[src/rtl/ov5640_cfg_sequencer.sv]
// rtl/ov5640_cfg_sequencer.sv - OV5640 register configuration sequencer
//
// Purpose: once the power-up timing block raises cfg_start, walk the
// synchronous configuration ROM. Each entry is either an SCCB register write
// or a millisecond delay (reg_addr == DLY_ADDR). The outcome is reported to
// the capture pipeline through cfg_done / cfg_err.
//
// Ports:
//   sys_clk, sys_rst    clock, asynchronous active-high reset
//   cfg_start           level start, sampled only while idle
//   rom_addr/rom_data   ROM index out; entry {reg_addr, reg_data} returns one cycle later
//   sccb_req/addr/wdata write request to the SCCB master, held until sccb_done
//   sccb_done/nack      completion pulse; nack qualified by done
//   cfg_busy/done/err   status; done and err are sticky until reset
//   cfg_err_idx         ROM index of the entry that was NACKed
//
// Build macro: CFG_RETRY_EN - when defined, a NACKed write is retried up to
// MAX_RETRY extra times (after a 1-cycle gap) before the sequence aborts.
module ov5640_cfg_sequencer #(
  parameter int          CFG_NUM     = 256,
  parameter int          IDX_W       = 8,
  parameter int          CLK_FREQ_HZ = 100000000,
  parameter logic [15:0] DLY_ADDR    = 16'hFFFF,
  parameter int          MAX_RETRY   = 3
) (
  input  logic             sys_clk,
  input  logic             sys_rst,
  input  logic             cfg_start,
  output logic [IDX_W-1:0] rom_addr,
  input  logic [23:0]      rom_data,
  output logic             sccb_req,
  output logic [15:0]      sccb_addr,
  output logic [7:0]       sccb_wdata,
  input  logic             sccb_done,
  input  logic             sccb_nack,
  output logic             cfg_busy,
  output logic             cfg_done,
  output logic             cfg_err,
  output logic [IDX_W-1:0] cfg_err_idx
);

  localparam int MS_CYC = (CLK_FREQ_HZ / 1000 > 0) ? CLK_FREQ_HZ / 1000 : 1;
  localparam int CNT_W  = (MS_CYC > 1) ? $clog2(MS_CYC) : 1;

  typedef enum logic [3:0] {
    S_IDLE, S_FETCH, S_ROM_WAIT, S_DECODE, S_WRITE,
    S_DELAY, S_NEXT, S_DONE, S_ERROR, S_RETRY
  } state_t;

  state_t             state_q, state_d;
  logic [IDX_W-1:0]   idx_q, idx_d;
  logic [IDX_W-1:0]   rom_addr_q, rom_addr_d;
  logic               req_q, req_d;
  logic [15:0]        addr_q, addr_d;
  logic [7:0]         wdata_q, wdata_d;
  logic               busy_q, busy_d;
  logic               done_q, done_d;
  logic               err_q, err_d;
  logic [IDX_W-1:0]   err_idx_q, err_idx_d;
  logic [7:0]         ms_left_q, ms_left_d;
  logic [CNT_W-1:0]   cyc_cnt_q, cyc_cnt_d;
  logic               retry_left;

`ifdef CFG_RETRY_EN
  localparam int RTY_W = (MAX_RETRY > 0) ? $clog2(MAX_RETRY + 1) : 1;
  logic [RTY_W-1:0]   retry_cnt_q, retry_cnt_d;

  always_ff @(posedge sys_clk or posedge sys_rst) begin
    if (sys_rst) retry_cnt_q <= '0;
    else         retry_cnt_q <= retry_cnt_d;
  end

  assign retry_left = (retry_cnt_q < RTY_W'(MAX_RETRY));
`else
  // Retry count is meaningless without the retry feature; keep it referenced.
  logic unused_max_retry;
  assign unused_max_retry = (MAX_RETRY != 0);
  assign retry_left       = 1'b0;
`endif

  always_comb begin
    state_d    = state_q;
    idx_d      = idx_q;
    rom_addr_d = rom_addr_q;
    req_d      = req_q;
    addr_d     = addr_q;
    wdata_d    = wdata_q;
    busy_d     = busy_q;
    done_d     = done_q;
    err_d      = err_q;
    err_idx_d  = err_idx_q;
    ms_left_d  = ms_left_q;
    cyc_cnt_d  = cyc_cnt_q;
`ifdef CFG_RETRY_EN
    retry_cnt_d = retry_cnt_q;
`endif

    case (state_q)
      S_IDLE: begin
        if (cfg_start) begin
          idx_d   = '0;
          busy_d  = 1'b1;
          state_d = S_FETCH;
        end
      end

      S_FETCH: begin
        rom_addr_d = idx_q;
        state_d    = S_ROM_WAIT;
      end

      // ROM output for the new address lands on the next edge.
      S_ROM_WAIT: state_d = S_DECODE;

      S_DECODE: begin
`ifdef CFG_RETRY_EN
        retry_cnt_d = '0;
`endif
        if (rom_data[23:8] == DLY_ADDR) begin
          ms_left_d = rom_data[7:0];
          cyc_cnt_d = '0;
          state_d   = (rom_data[7:0] == 8'd0) ? S_NEXT : S_DELAY;
        end else begin
          addr_d  = rom_data[23:8];
          wdata_d = rom_data[7:0];
          req_d   = 1'b1;
          state_d = S_WRITE;
        end
      end

      S_WRITE: begin
        if (sccb_done) begin
          req_d = 1'b0;
          if (!sccb_nack) begin
            state_d = S_NEXT;
          end else if (retry_left) begin
`ifdef CFG_RETRY_EN
            retry_cnt_d = retry_cnt_q + RTY_W'(1);
            state_d     = S_RETRY;
`endif
          end else begin
            err_d     = 1'b1;
            err_idx_d = idx_q;
            busy_d    = 1'b0;
            state_d   = S_ERROR;
          end
        end
      end

`ifdef CFG_RETRY_EN
      // One idle cycle with sccb_req low, then the same write again.
      S_RETRY: begin
        req_d   = 1'b1;
        state_d = S_WRITE;
      end
`endif

      S_DELAY: begin
        if (cyc_cnt_q == CNT_W'(MS_CYC - 1)) begin
          cyc_cnt_d = '0;
          ms_left_d = ms_left_q - 8'd1;
          if (ms_left_q == 8'd1) state_d = S_NEXT;
        end else begin
          cyc_cnt_d = cyc_cnt_q + CNT_W'(1);
        end
      end

      S_NEXT: begin
        if (idx_q == IDX_W'(CFG_NUM - 1)) begin
          done_d  = 1'b1;
          busy_d  = 1'b0;
          state_d = S_DONE;
        end else begin
          idx_d   = idx_q + IDX_W'(1);
          state_d = S_FETCH;
        end
      end

      // Terminal until reset.
      S_DONE, S_ERROR: state_d = state_q;

      default: state_d = S_IDLE;
    endcase
  end

  always_ff @(posedge sys_clk or posedge sys_rst) begin
    if (sys_rst) begin
      state_q    <= S_IDLE;
      idx_q      <= '0;
      rom_addr_q <= '0;
      req_q      <= 1'b0;
      addr_q     <= '0;
      wdata_q    <= '0;
      busy_q     <= 1'b0;
      done_q     <= 1'b0;
      err_q      <= 1'b0;
      err_idx_q  <= '0;
      ms_left_q  <= '0;
      cyc_cnt_q  <= '0;
    end else begin
      state_q    <= state_d;
      idx_q      <= idx_d;
      rom_addr_q <= rom_addr_d;
      req_q      <= req_d;
      addr_q     <= addr_d;
      wdata_q    <= wdata_d;
      busy_q     <= busy_d;
      done_q     <= done_d;
      err_q      <= err_d;
      err_idx_q  <= err_idx_d;
      ms_left_q  <= ms_left_d;
      cyc_cnt_q  <= cyc_cnt_d;
    end
  end

  assign rom_addr    = rom_addr_q;
  assign sccb_req    = req_q;
  assign sccb_addr   = addr_q;
  assign sccb_wdata  = wdata_q;
  assign cfg_busy    = busy_q;
  assign cfg_done    = done_q;
  assign cfg_err     = err_q;
  assign cfg_err_idx = err_idx_q;

endmodule

[config.mk]
export PLATFORM = sky130hd
export DESIGN_NAME = ov5640_cfg_sequencer
export DESIGN_NICKNAME = d
export VERILOG_FILES = /design/src/rtl/ov5640_cfg_sequencer.sv
export SDC_FILE = /design/constraint.sdc
export NUM_CORES = 1
export LEC_CHECK = 0
export BUFFER_PORTS_ARGS = -buffer_cell sky130_fd_sc_hd__buf_2
export CELL_PAD_IN_SITES_DETAIL_PLACEMENT = 0
export CELL_PAD_IN_SITES_GLOBAL_PLACEMENT = 2
export CORE_UTILIZATION = 35
export DETAILED_ROUTE_END_ITERATION = 12
export PLACE_DENSITY_LB_ADDON = 0.2
export SLEW_MARGIN = 10
export SYNTH_ARGS = -nofsm -noshare
export SYNTH_HDL_FRONTEND = slang
export SYNTH_SLANG_ARGS = --single-unit
export TNS_END_PERCENT = 10
[constraint.sdc]
create_clock -name sys_clk -period 2.9 [get_ports sys_clk]
set_input_delay 0.29 -clock sys_clk [delete_from_list [all_inputs] [get_ports sys_clk]]
set_output_delay 0.29 -clock sys_clk [all_outputs]
set_load 0.02 [all_outputs]
# ---- Word level (Yosys, flattened, before mapping)
# Cells that the tools add are included.
dict set report op_classes {
  reduce_logical 16
  muxes 26
  n_bitwise 2
  n_eq_ne 21
  add_sub_neg 3
}
# cell n
set ops {}
lappend ops {{17-bit two-way mux} 2}
lappend ops {{17-bit case mux with 2 select lines} 1}
lappend ops {{8-bit two-way mux} 4}
lappend ops {{4-bit case mux with 8 select lines} 1}
lappend ops {{8-bit case mux with 2 select lines} 2}
lappend ops {{4-bit two-way mux} 5}
lappend ops {{2-bit inequality test, second input constant} 9}
lappend ops {{17-bit by 1-bit adder with 17-bit output, second input constant} 1}
lappend ops {{17-bit == test, second input constant} 1}
lappend ops {{16-bit == test, second input constant} 1}
lappend ops {{4-bit by 3-bit == test with 1-bit output, second input constant} 4}
lappend ops {{3-bit AND reduction} 4}
lappend ops {{5-bit AND reduction} 2}
lappend ops {{8-bit by 1-bit adder with 8-bit output, second input constant} 1}
lappend ops {{4-bit by 2-bit == test with 1-bit output, second input constant} 2}
lappend ops {{8-bit by 1-bit == test with 1-bit output, second input constant} 1}
lappend ops {{8-bit == test, second input constant} 1}
lappend ops {{8-bit logical NOT} 1}
lappend ops {{8-bit by 1-bit subtractor with 8-bit output, second input constant} 1}
lappend ops {{1-bit two-way mux} 6}
lappend ops {{2-bit AND reduction} 3}
lappend ops {{2-bit nonzero test} 3}
lappend ops {{4-bit by 1-bit == test with 1-bit output, second input constant} 1}
lappend ops {{4-bit == test, second input constant} 1}
lappend ops {{8 further kinds} 10}
dict set report word_totals {
  reg_bits 81
  output_inout_bits 44
}

# ---- Longest topological paths before layout
dict set report logic_depth {
  depth_word 4
  ltp_mapped 8
  ltp_nobuf 7
}

# ---- Worst setup path after synthesis
# OpenSTA, ideal clock, no wires.
dict set report synth_timing {
  path_kind {register to register}
  startpoint {register state_q[3]}
  endpoint {register ms_left_q[7]}
  slack_ps 1102
  required_time_ps 2777
  n_path_buf 2
  arrival_time_ps 1675
  synth_period_minus_slack_ps 1798
  path_stages_with_launch 8
  path_cell_list {dfrtp_1 nand4bb_1 clkbuf_1 or3_1 o22a_2 buf_2 o21ai_1 o21ai_1}
}
dict set report synth_via {
  elab_chain_len 3
}
# item line_no
set synth_lines {}
lappend synth_lines {{start: declaration} 50} ;# state_t state_q, state_d;
lappend synth_lines {{start signal: assignment} 201} ;# state_q <= state_d;
lappend synth_lines {{4-bit by 3-bit == test with 1-bit output or 4-bit by 2-bit == test with 1-bit output (tied branches)} 98} ;# case (state_q)
lappend synth_lines {{2-bit inequality test (no source line) or 2-bit nonzero test (tied branches)} --}
lappend synth_lines {{3-bit AND reduction (no source line)} --}
lappend synth_lines {{end signal: assignment} 211} ;# ms_left_q <= ms_left_d;
lappend synth_lines {{end: declaration} 60} ;# logic [7:0] ms_left_q, ms_left_d;
# Several ways; a longest one is shown, not always the timed one.
# A chain may end at the register's enable or synchronous reset.

# ---- Worst setup path in the final report
dict set report layout_timing {
  startpoint {register state_q[1]}
  endpoint {register addr_q[0] (netlist: sccb_addr[0])}
}
dict set report layout_via {
  elab_chain_len 2
}
# item line_no
set layout_lines {}
lappend layout_lines {{4-bit by 2-bit == test with 1-bit output} 98}
lappend layout_lines {{2-bit AND reduction (no source line)} --}
lappend layout_lines {{end signal: assignment} 205} ;# addr_q <= addr_d;
lappend layout_lines {{end: declaration} 54} ;# logic [15:0] addr_q, addr_d;
# Every way passes these cells.

==> results.txt <==
first-pass GRT wire length: 15040 µm
outcome: finished clean
ys flop type: dfrtp_1
Switching Fraction: 37.59%
Clock Skews: 0.009380 ns
Simple-Gate Fraction of Synth Area: 18.16%
DPL Wire Length: 6382 µm
library cells used by synthesis: 55
Fin Hold WS: 0.005151 ns
DRT Pass-1 Iters: 4
Post-synth ARST share: 100.0%
via count: 3054
Seq pwr share: 40.1%
Min-Delay Path Class: primary input to async pin
Antenna Cells: 0
Leak: 0.002155 µW
Area contributors post-synth: dfrtp_1 (51%), mux2_2 (11%), a21oi_1 (3.5%)
# clock sinks: 81
pre-CTS setup slack: 0.6759 ns
Area growth syn-to-layout: 19.01%
top-area cell type share of the netlist area: 50.64%
post-synthesis cell count: 377
CTS root buffer: clkbuf_16
Sw Pwr: 1807 µW
final setup violation count: 0
Period minus WS final: 2.208 ns
setup ws final: 0.6920 ns
TritonCTS buffer count: 9
Initial Utilization: 36.44%
clock share of power: 24.2%
Worst-Margin Slew: 0.6798 ns
chip height: 108.9 µm
most frequent cells after synthesis: dfrtp_1 (81), mux2_2 (39), a21oi_1 (28)
Resize count post-CTS: 0
Pwr per Cell Area: 1009 nW/µm²
H-tree depth: 3
Cell Rows: 38
Synth Net Count: 410
antenna-violating nets left: 0
Post-CTS Setup Bufs: 0
Pwr Total: 4807 µW
Fmax: 0.4529 GHz
worst skew pair latency: 0.34 ns
gr ovfl total: 0
IO Pins: 73
CP Cell Sequence: nand2_4 -> or3_1 -> nor2_4 -> mux2_2
Synth warnings: 0
drc violations: 0
Synth Area in XOR/XNOR: 0.8753%
drt total wl: 8839 µm
worst IR drop on VDD: 0.6481 mV
CTS tree: built
number of synthesized flops with an enable pin: 0
Core ar.: 10980 µm²
crit path DAT: 2.43 ns
max-cap violations: 0
critical path's top delay family: simple AND/OR/NAND/NOR gates
Slew Limit Fails: 0
Die Wd: 108.9 µm
Via-to-Cell Ratio: 5.185
top-count cell post-synth: dfrtp_1
Worst Setup Start Kind: register
register area share after synthesis: 50.64%
mapped cell area: 4003 µm²
Fin. Hold Viols: 0
routability cong.: 0.7644
area leader, netlist: dfrtp_1
CTS Buffer Depth: 2
GR Util All Layers: 16.67%
unrepaired setup endpoints after global routing: no
mean post-synth cell area: 10.62 µm²
kind of critical path: register to register
critical path peak fanout: 25
largest net degree at the start of global routing: 48
wire per inst: 15.01 µm
Internal: 3000 µW
vias in the first global route: 3010
worst rel slew slack: 54.57%
Adder-Cell Fraction of Synth Area: 1.250%
CP Buf/Inv Count: 0
largest family of logic cells by synthesized area: simple AND/OR/NAND/NOR gates
nets@finish: 477
compound-gate portion of the synthesized area: 12.69%
Slowest Stage Delay on Critical Path: 0.60 ns
post-synthesis mux area share: 12.29%
CP endpoint kind: register
fin crit share: 76.14%
initial antenna violation count: 0
final setup TNS: 0 ns
hold buffers post-CTS: 0
#FFs+latches synth: 81
Worst path slowest cell: dfrtp_1
Reg clk slew, reported paths: 0.06 ns
Port-buffer cells: 72
Worst EP required: 3.12 ns
die area: 11870 µm²
Initial DRC Count: 115
DP Area: 4456 µm²
Final Instance Area: 4763 µm²
share of cells above drive strength 1: 31.85%
combinational share of power: 35.7%
[power by group through the flow]
stage / Combinational, µW / Clock, µW / Sequential [µW]
2_1_floorplan: 1040 / 0 / 2160
3_3_place_gp: 1710 / 0 / 1930
3_5_place_dp: 1740 / 0 / 1940
4_1_cts: 1740 / 1210 / 1930
5_1_grt: 1900 / 1250 / 2010
6_report: 1710 / 1160 / 1930
[layout make-up]
cell class              instances  area, µm²
clock inverters                 4      51.30
multi-input cells             265       1812
flip-flops and latches         81       2027
inverters                      12      46.29
well taps                     140      175.2
clock buffers                  12      256.5
repair buffers                 75      395.4
fillers                      1033       6220
[placed cells by master, fill, tap and decap left out, drive strengths merged, types with 4 or more instances in the layout]
| master | instances |
|---|---|
| a21o | 4 |
| a21oi | 29 |
| a31oi | 11 |
| and3 | 5 |
| and4 | 4 |
| buf | 75 |
| clkbuf | 12 |
| dfrtp | 81 |
| ha | 4 |
| inv | 11 |
| mux2 | 41 |
| nand2 | 26 |
| nand2b | 5 |
| nand3 | 14 |
| nand4 | 8 |
| nor2 | 26 |
| nor3 | 12 |
| o21ai | 20 |
| or3 | 7 |
| or4 | 6 |
| xnor2 | 4 |
[sequential cells by signal, indices dropped and copies added, names as in the netlist, 4 cells and up]
signal,count
sccb_wdata,8
ms_left_q,8
idx_q,8
sccb_addr,16
cfg_err_idx,8
state_q,4
rom_addr,8
cyc_cnt_q,17
[worst paths after layout]
path                       depth (start not counted)  slack [ns]    startpoint             to
setup / recovery                                   4        0.69    state_q[1]   sccb_addr[0]
hold / removal                                     2       0.005       sys_rst    rom_addr[0]
setup reg to reg                                   4        0.69    state_q[1]   sccb_addr[0]
hold reg to reg                                    1        0.46      cfg_done       cfg_done
max in group asynchronous                          3        2.23       sys_rst   ms_left_q[7]
min in group sys_clk                               2        0.20  rom_data[20]  sccb_addr[12]
[kinds of logic (layout without fill, tap and decap cells)]
logic type               count (synthesis)  after routing
flip-flops                              81             81
multiplexers                            44             44
adder cells (fa/ha/maj)                  4              4
XOR/XNOR                                 4              4
AND/OR/NAND/NOR                        129            129
buffers and inverters                   31            103
AO/OA/AOI/OAI                           84             84
[layer usage]
| metal | share of wire, % | vias to the layer above | global-route usage, % |
|---|---|---|---|
| li1 | - | 1519 | - |
| met1 | 48 | 1463 | 21.91 |
| met2 | 45 | 63 | 25.43 |
| met3 | 5.4 | 9 | 4.842 |
| met4 | 1.6 | 0 | 7.239 |
| met5 | 0 | - | 0 |
[per-stage QoR]
step | utilization [%] | cells
3_3_place_gp | 40.57 | 573
5_1_grt | 43.37 | 589
4_1_cts | 43.37 | 589
6_report | 43.37 | 589
3_5_place_dp | 40.57 | 573
2_1_floorplan | - | 377
[worst register-to-register path, stage by stage (launching register included)]
cell	delay, ns
dfrtp_1	0.60
nand2_4	0.10
or3_1	0.40
nor2_4	0.58
mux2_2	0.41
No activity file was read; power rests on OpenSTA's default activity.
